==> config.mk <==
export PLATFORM = sky130hd
export DESIGN_NAME = mag_window_stats_flat
export DESIGN_NICKNAME = d
export VERILOG_FILES = /design/src/rtl/mag_window_stats_if.sv /design/src/rtl/mag_window_stats.sv /design/src/flat_wrapper.sv
export SDC_FILE = /design/constraint.sdc
export NUM_CORES = 1
export LEC_CHECK = 0
export CORE_UTILIZATION = 30
export DETAILED_ROUTE_END_ITERATION = 10
export PLACE_DENSITY_LB_ADDON = 0.3
export SLEW_MARGIN = 20
export SYNTH_ARGS = -nofsm -noshare
export SYNTH_HDL_FRONTEND = slang
export SYNTH_SLANG_ARGS = --single-unit
==> constraint.sdc <==
create_clock -name clk -period 2 [get_ports clk]
set_clock_uncertainty 0.15 [all_clocks]
set_input_delay 0.2 -clock clk [delete_from_list [all_inputs] [get_ports clk]]
set_output_delay 0.2 -clock clk [all_outputs]
set_load 0.05 [all_outputs]
==> src/rtl/mag_window_stats_if.sv <==
// rtl/mag_window_stats_if.sv - magnitude sample in / window statistics out bundle
interface mag_window_stats_if #(
    parameter int DATA_W = 8
);
    logic [DATA_W-1:0] mag_in;
    logic              mag_valid;
    logic [DATA_W-1:0] max_out;
    logic [DATA_W-1:0] min_out;
    logic [DATA_W-1:0] avg_out;
    logic              stats_valid;

    modport master (
        output mag_in, mag_valid,
        input  max_out, min_out, avg_out, stats_valid
    );

    modport slave (
        input  mag_in, mag_valid,
        output max_out, min_out, avg_out, stats_valid
    );
endinterface

==> src/rtl/mag_window_stats.sv <==
// rtl/mag_window_stats.sv - max/min/avg over 2^LOG2_WIN magnitude samples; MAG_ALARM_EN adds the alarm flag
module mag_window_stats #(
    parameter int                DATA_W   = 8,
    parameter int                LOG2_WIN = 3,
    parameter logic [DATA_W-1:0] THRESH   = 8'd200
) (
    input  logic                 clk,
    input  logic                 rst_n,
    input  logic                 ena,
    input  logic                 clear,
    mag_window_stats_if.slave    bus,
    output logic [LOG2_WIN-1:0]  sample_cnt,
    output logic                 alarm
);
    localparam int SUM_W = DATA_W + LOG2_WIN;

    typedef enum logic {FILL, PUBLISH} state_t;

    state_t              state_q, state_d;
    logic [SUM_W-1:0]    sum_q, sum_d;
    logic [DATA_W-1:0]   run_max_q, run_max_d;
    logic [DATA_W-1:0]   run_min_q, run_min_d;
    logic [LOG2_WIN-1:0] cnt_q, cnt_d;
    logic [DATA_W-1:0]   max_q, max_d;
    logic [DATA_W-1:0]   min_q, min_d;
    logic [DATA_W-1:0]   avg_q, avg_d;

    logic              accept;
    logic              last;
    logic [SUM_W-1:0]  sum_acc;
    logic [DATA_W-1:0] max_acc;
    logic [DATA_W-1:0] min_acc;

    assign accept  = ena & bus.mag_valid & ~clear;
    assign last    = accept & (cnt_q == {LOG2_WIN{1'b1}});
    assign sum_acc = sum_q + SUM_W'(bus.mag_in);
    assign max_acc = (bus.mag_in > run_max_q) ? bus.mag_in : run_max_q;
    assign min_acc = (bus.mag_in < run_min_q) ? bus.mag_in : run_min_q;

    // PUBLISH marks the single cycle after the last-sample edge; samples are still accepted in it.
    always_comb begin
        state_d   = FILL;
        sum_d     = sum_q;
        run_max_d = run_max_q;
        run_min_d = run_min_q;
        cnt_d     = cnt_q;
        max_d     = max_q;
        min_d     = min_q;
        avg_d     = avg_q;
        if (ena) begin
            if (clear) begin
                sum_d     = '0;
                run_max_d = '0;
                run_min_d = '1;
                cnt_d     = '0;
            end else if (last) begin
                state_d   = PUBLISH;
                max_d     = max_acc;
                min_d     = min_acc;
                avg_d     = sum_acc[SUM_W-1:LOG2_WIN];
                sum_d     = '0;
                run_max_d = '0;
                run_min_d = '1;
                cnt_d     = '0;
            end else if (accept) begin
                sum_d     = sum_acc;
                run_max_d = max_acc;
                run_min_d = min_acc;
                cnt_d     = cnt_q + 1'b1;
            end
        end
    end

    always_ff @(posedge clk or negedge rst_n) begin
        if (!rst_n) begin
            state_q   <= FILL;
            sum_q     <= '0;
            run_max_q <= '0;
            run_min_q <= '1;
            cnt_q     <= '0;
            max_q     <= '0;
            min_q     <= '0;
            avg_q     <= '0;
        end else begin
            state_q   <= state_d;
            sum_q     <= sum_d;
            run_max_q <= run_max_d;
            run_min_q <= run_min_d;
            cnt_q     <= cnt_d;
            max_q     <= max_d;
            min_q     <= min_d;
            avg_q     <= avg_d;
        end
    end

    assign bus.max_out     = max_q;
    assign bus.min_out     = min_q;
    assign bus.avg_out     = avg_q;
    assign bus.stats_valid = (state_q == PUBLISH) & ena & ~clear;
    assign sample_cnt      = cnt_q;

`ifdef MAG_ALARM_EN
    logic alarm_q, alarm_d;

    // Sticky until an explicit clear; a sample dropped by clear never raises it.
    always_comb begin
        alarm_d = alarm_q;
        if (ena) begin
            if (clear) begin
                alarm_d = 1'b0;
            end else if (accept && (bus.mag_in > THRESH)) begin
                alarm_d = 1'b1;
            end
        end
    end

    always_ff @(posedge clk or negedge rst_n) begin
        if (!rst_n) begin
            alarm_q <= 1'b0;
        end else begin
            alarm_q <= alarm_d;
        end
    end

    assign alarm = alarm_q;
`else
    assign alarm = 1'b0;
`endif
endmodule
==> src/flat_wrapper.sv <==
// flat-port wrapper written by rule: the top's interface ports become plain ports
module mag_window_stats_flat 
#(
    parameter int                DATA_W   = 8,
    parameter int                LOG2_WIN = 3,
    parameter logic [DATA_W-1:0] THRESH   = 8'd200
)
  (clk, rst_n, ena, clear, sample_cnt, alarm, bus_mag_in, bus_mag_valid, bus_max_out, bus_min_out, bus_avg_out, bus_stats_valid);
  mag_window_stats_if #(.DATA_W(DATA_W)) bus_i ();
  input  logic clk;
  input  logic rst_n;
  input  logic ena;
  input  logic clear;
  output logic [LOG2_WIN-1:0] sample_cnt;
  output logic alarm;
  input wire logic [$bits(bus_i.mag_in)-1:0] bus_mag_in;
  input wire logic [$bits(bus_i.mag_valid)-1:0] bus_mag_valid;
  output wire logic [$bits(bus_i.max_out)-1:0] bus_max_out;
  output wire logic [$bits(bus_i.min_out)-1:0] bus_min_out;
  output wire logic [$bits(bus_i.avg_out)-1:0] bus_avg_out;
  output wire logic [$bits(bus_i.stats_valid)-1:0] bus_stats_valid;
  assign bus_i.mag_in = bus_mag_in;
  assign bus_i.mag_valid = bus_mag_valid;
  assign bus_max_out = bus_i.max_out;
  assign bus_min_out = bus_i.min_out;
  assign bus_avg_out = bus_i.avg_out;
  assign bus_stats_valid = bus_i.stats_valid;
  mag_window_stats #(.DATA_W(DATA_W), .LOG2_WIN(LOG2_WIN), .THRESH(THRESH)) u_core (.clk(clk), .rst_n(rst_n), .ena(ena), .clear(clear), .bus(bus_i), .sample_cnt(sample_cnt), .alarm(alarm));
endmodule
==> results.txt <==
- Summing all flip-flop and latch instances after layout gives 1390 um^2.
- Critical path's slowest cell: sky130_fd_sc_hd__or4_4
- When the netlist entered floorplanning its net count stood at 341.
- In this run the static leakage power is 0.00212 uW.
- The first global-routing pass estimated 13.7 mm of wire.
* Yosys top cell by area: sky130_fd_sc_hd__dfrtp_1
* Worst-case register-to-register setup slack: -190 ps
- Relative max-transition margin: 65.8%
* Core area: 9860 um^2
- The worst-case IR drop observed on VDD is 347 uV.
- Mean cell area of the mapped netlist: 10.2 um^2
- Met1 Use GR: 22.3%
- Among all flip-flop cells after synthesis, the most frequent one is sky130_fd_sc_hd__dfrtp_1.
- In the post-synthesis netlist, the cell with the most instances is sky130_fd_sc_hd__dfrtp_1.
- Netlist Area Pre-Place: 3070 um^2
- Vias in the first global route: 2,726
- Clock insertion delay at the later pin of the skew report: 310 ps
* GR Util met2: 28.9%
- Net switching is 32.5% of the power.
- The floorplan step set the die height to 103 um.
- Initial Util: 31.1%
- No sink is reached through more buffers than the 2 on the longest clock path.
* Clock power share: 24.8%
- Number of enable-type register cells in the synthesized netlist: 0
- After filler insertion, the fill cell instance count of the layout stands at 927.
- By count the netlist is led by 47 x sky130_fd_sc_hd__dfrtp_1, 27 x sky130_fd_sc_hd__nand2_1, 25 x sky130_fd_sc_hd__ha_1, 25 x sky130_fd_sc_hd__o21ai_0, 23 x sky130_fd_sc_hd__inv_1.
- In the finished design, the share of the clock period the worst path needs comes to 109%.
* Critical path data required time: 2050 ps
- Yosys printed 0 warnings.
- Busiest grt layer: met2
- Post-route standard cell area excluding fillers: 4660 um^2
- Portion of the post-synthesis area used by sequential elements: 45.2%
- Depth of the worst register-to-register path: 7
- Multi-input logic area: 1860 um^2
* Endpoint type of the worst setup path: flop
* Transition at the pin with the smallest max-transition slack: 511 ps
* Top Family by Delay on Critical Path: simple AND/OR/NAND/NOR gates
- Cells with a size suffix above 1 make up 37.3% of the layout.
* Element type at the critical path start: flop
* Unrepaired setup endpoints after global routing: yes
* Residual antenna-violating net count after detailed routing: 0
- Of all flip-flops after synthesis, the portion carrying an async set or reset was 100%.
- Final nets: 454
- Sequential cells account for 40.3% of the total power.
- During I/O placement, the number of pins put on the boundary was 42.
- Finish-stage setup viols: 34
* Number of max-capacitance violations reported: 0
- Global routing finished with a remaining overflow of 0.
- Gate count of the mapped netlist: 302
* Max Fclk: 457 MHz
- After clock tree synthesis, the clock-pin slew on the worst setup and hold paths is 110 ps.
- RR Endpoint: u_core.bus.max_out[3]
- Traced cell by cell, the critical path runs through inv_2 -> ha_4 -> nor2b_4 -> o211a_1 -> or4_4 -> a31oi_1 -> a21oi_1.
- Post-synthesis sequential element count: 55
- Of the post-synthesis cell area, the dominant cell type holds 38.3%.
- Average detailed-routed wire length per instance: 15.6 um
* Via Count: 2,747
* Worst Setup Slack, final: -187 ps
- After detailed routing, the number of vias per cell comes to 5.00.
- The number of clock buffers added by TritonCTS is 5.
- The number of antenna diodes in the final layout is 0.
- In the routed design, unresolved DRC markers number 0.
- Area grow syn2layout: 51.7%
- The checks that failed: negative setup slack.
* Type of the worst min-delay path: in -> async
- Number of clock sinks: 55
* Ratio of total power to cell area: 672 nW/um^2
- The number of antenna violations at the first check in global routing was 0.
* Global placement routability congestion: 0.858
* TritonCTS clock tree: yes
* Drt total wl: 8.59 mm
- Counting distinct cell types in the post-synthesis netlist gives 54.
- At the placement stage, the worst setup path has a slack of -568 ps.
- In this run, the combinational gates consume 34.9% of the power.
- Clock root cell: sky130_fd_sc_hd__clkbuf_8
- Buffering stage count on the worst path with inverters included: 1
* Number of pins exceeding their max-slew limit in the final report: 0
- Post-layout util: 47.2%
* Std-Cell Rows: 36
* Peak per-stage delay on the critical path: 600 ps
- Overall Power: 3130 uW
* Peak fanout along the critical path: 8
- Detailed-router iteration count before antenna repair: 4
* Post-DP Area: 4150 um^2
- At the worst endpoint, the arrival time is 2240 ps.
- Final Hold Fails: 0
- Crit Path Category: reg -> reg
- The die covers 10,600 um^2.
* Die width: 103 um
- Detailed placer's ending HPWL: 6.32 mm
- The run finished, with violations left.
* Fin crit period: 2190 ps
* Total number of H-tree levels: 2
- Number of buffer cells added on primary ports: 40
- Cell internal pwr: 2110 uW
- Largest net degree at the start of global routing: 33
- R2r startpoint: u_core.run_max_q[1]
- Power spent charging and discharging nets: 1020 uW
- Biggest area contributors in the synthesized netlist: sky130_fd_sc_hd__dfrtp_1 38%, sky130_fd_sc_hd__ha_1 10%, sky130_fd_sc_hd__dfstp_2 6.8%
- Total GRT Usage: 17.0%
- In this run, the number of DRC markers left after iteration 0 of detailed routing was 170.
- Met3 global-route usage: 3.53%
==> power by group through the flow <==
stage / Clock, uW / Sequential (uW) / Combinational (uW)
floorplan: 0 / 1340 / 433
global placement: 0 / 1270 / 867
global route: 851 / 1270 / 1180
CTS: 804 / 1260 / 969
finish: 775 / 1260 / 1090
detailed placement: 0 / 1270 / 880
==> per-stage QoR <==
| step | setup TNS [ps] | cells | hold slack, ps |
|---|---|---|---|
| 2_1_floorplan | -2290 | 302 | -246 |
| 3_3_place_gp | -20630 | 530 | -47.1 |
| 3_5_place_dp | -22030 | 530 | -40.2 |
| 4_1_cts | -3330 | 543 | 153 |
| 5_1_grt | -6310 | 549 | 164 |
| 6_report | -3310 | 549 | 142 |
==> cell type report <==
class / instances / share of cell area, %
clock buffer: 5 / 1.48
tap: 133 / 3.57
sequential: 55 / 29.8
inverter: 23 / 1.85
multi-input combinational: 211 / 39.9
timing repair buffer: 119 / 22.3
clock inverter: 3 / 0.994
==> worst max-delay path by stage <==
stage	slack, ps	cells past startpoint	start	endpoint
after global routing	-230	7	u_core.run_max_q[1]	u_core.bus.max_out[3]
after detailed placement	-570	7	bus_mag_in[1]	u_core.bus.max_out[2]
after global placement	-530	8	bus_mag_in[1]	u_core.bus.avg_out[5]
after floorplan	-250	9	u_core.run_min_q[2]	u_core.run_min_q[0]
final	-190	7	u_core.run_max_q[1]	u_core.bus.max_out[3]
after CTS	-140	7	u_core.run_max_q[5]	u_core.bus.max_out[7]
==> routing by layer <==
| metal | vias up | wire [um] |
|---|---|---|
| met5 | - | 0 |
| met3 | 13 | 360 |
| met1 | 1355 | 3860 |
| met2 | 59 | 4230 |
| met4 | 0 | 127 |
| li1 | 1320 | - |
==> registers in the layout, summed over array words and instances (netlist names) <==
name / count
u_core.bus.avg_out: 8
u_core.bus.min_out: 8
u_core.run_max_q: 8
u_core.run_min_q: 8
u_core.sum_q: 11
u_core.sample_cnt: 3
u_core.bus.max_out: 8
u_core.state_q: 1
==> logic make-up after synthesis <==
family	after synthesis	synth area share, %
AOI/OAI and AO/OA	107	23.7
xor gates and xnor gates	7	2.00
adders and majority gates	26	10.8
buffers and inverters	36	5.05
DFF	55	45.2
muxes	9	2.98
other	1	0.122
and+or+nand+nor	61	10.1
==> worst reg2reg max path, cell delays in order (launching register included) <==
cell	delay [ps]
sky130_fd_sc_hd__dfrtp_1	420
sky130_fd_sc_hd__inv_2	80
sky130_fd_sc_hd__ha_4	200
sky130_fd_sc_hd__nor2b_4	120
sky130_fd_sc_hd__o211a_1	220
sky130_fd_sc_hd__or4_4	600
sky130_fd_sc_hd__a31oi_1	210
sky130_fd_sc_hd__a21oi_1	90
==> placed cells by master, fill, tap and decap left out, types with 5 or more instances in the layout <==
master / instances
sky130_fd_sc_hd__a22o_1: 15
sky130_fd_sc_hd__clkdlybuf4s50_1: 31
sky130_fd_sc_hd__dfstp_2: 8
sky130_fd_sc_hd__mux2i_1: 5
sky130_fd_sc_hd__dlygate4sd2_1: 6
sky130_fd_sc_hd__ha_4: 10
sky130_fd_sc_hd__a21oi_1: 13
sky130_fd_sc_hd__nor2_1: 11
sky130_fd_sc_hd__a31oi_1: 10
sky130_fd_sc_hd__ha_1: 12
sky130_fd_sc_hd__buf_4: 71
sky130_fd_sc_hd__o21ai_1: 14
sky130_fd_sc_hd__clkbuf_8: 5
sky130_fd_sc_hd__dfrtp_1: 44
sky130_fd_sc_hd__inv_1: 16
sky130_fd_sc_hd__o22a_1: 8
sky130_fd_sc_hd__inv_2: 7
sky130_fd_sc_hd__buf_6: 5
sky130_fd_sc_hd__a21o_1: 8
sky130_fd_sc_hd__o21ai_0: 11
sky130_fd_sc_hd__nand2_1: 26
==> timing repair <==
| item | CTS | global route |
|---|---|---|
| setup endpoints to repair | 44 | 45 |
| hold buffers | 1 | 0 |
| setup buffers | 4 | 6 |
| endpoints found under the hold margin | 48 | 0 |
| pin swaps | 30 | 42 |
| resized for setup | 46 | 31 |
No activity file was read; power rests on OpenSTA's default activity.
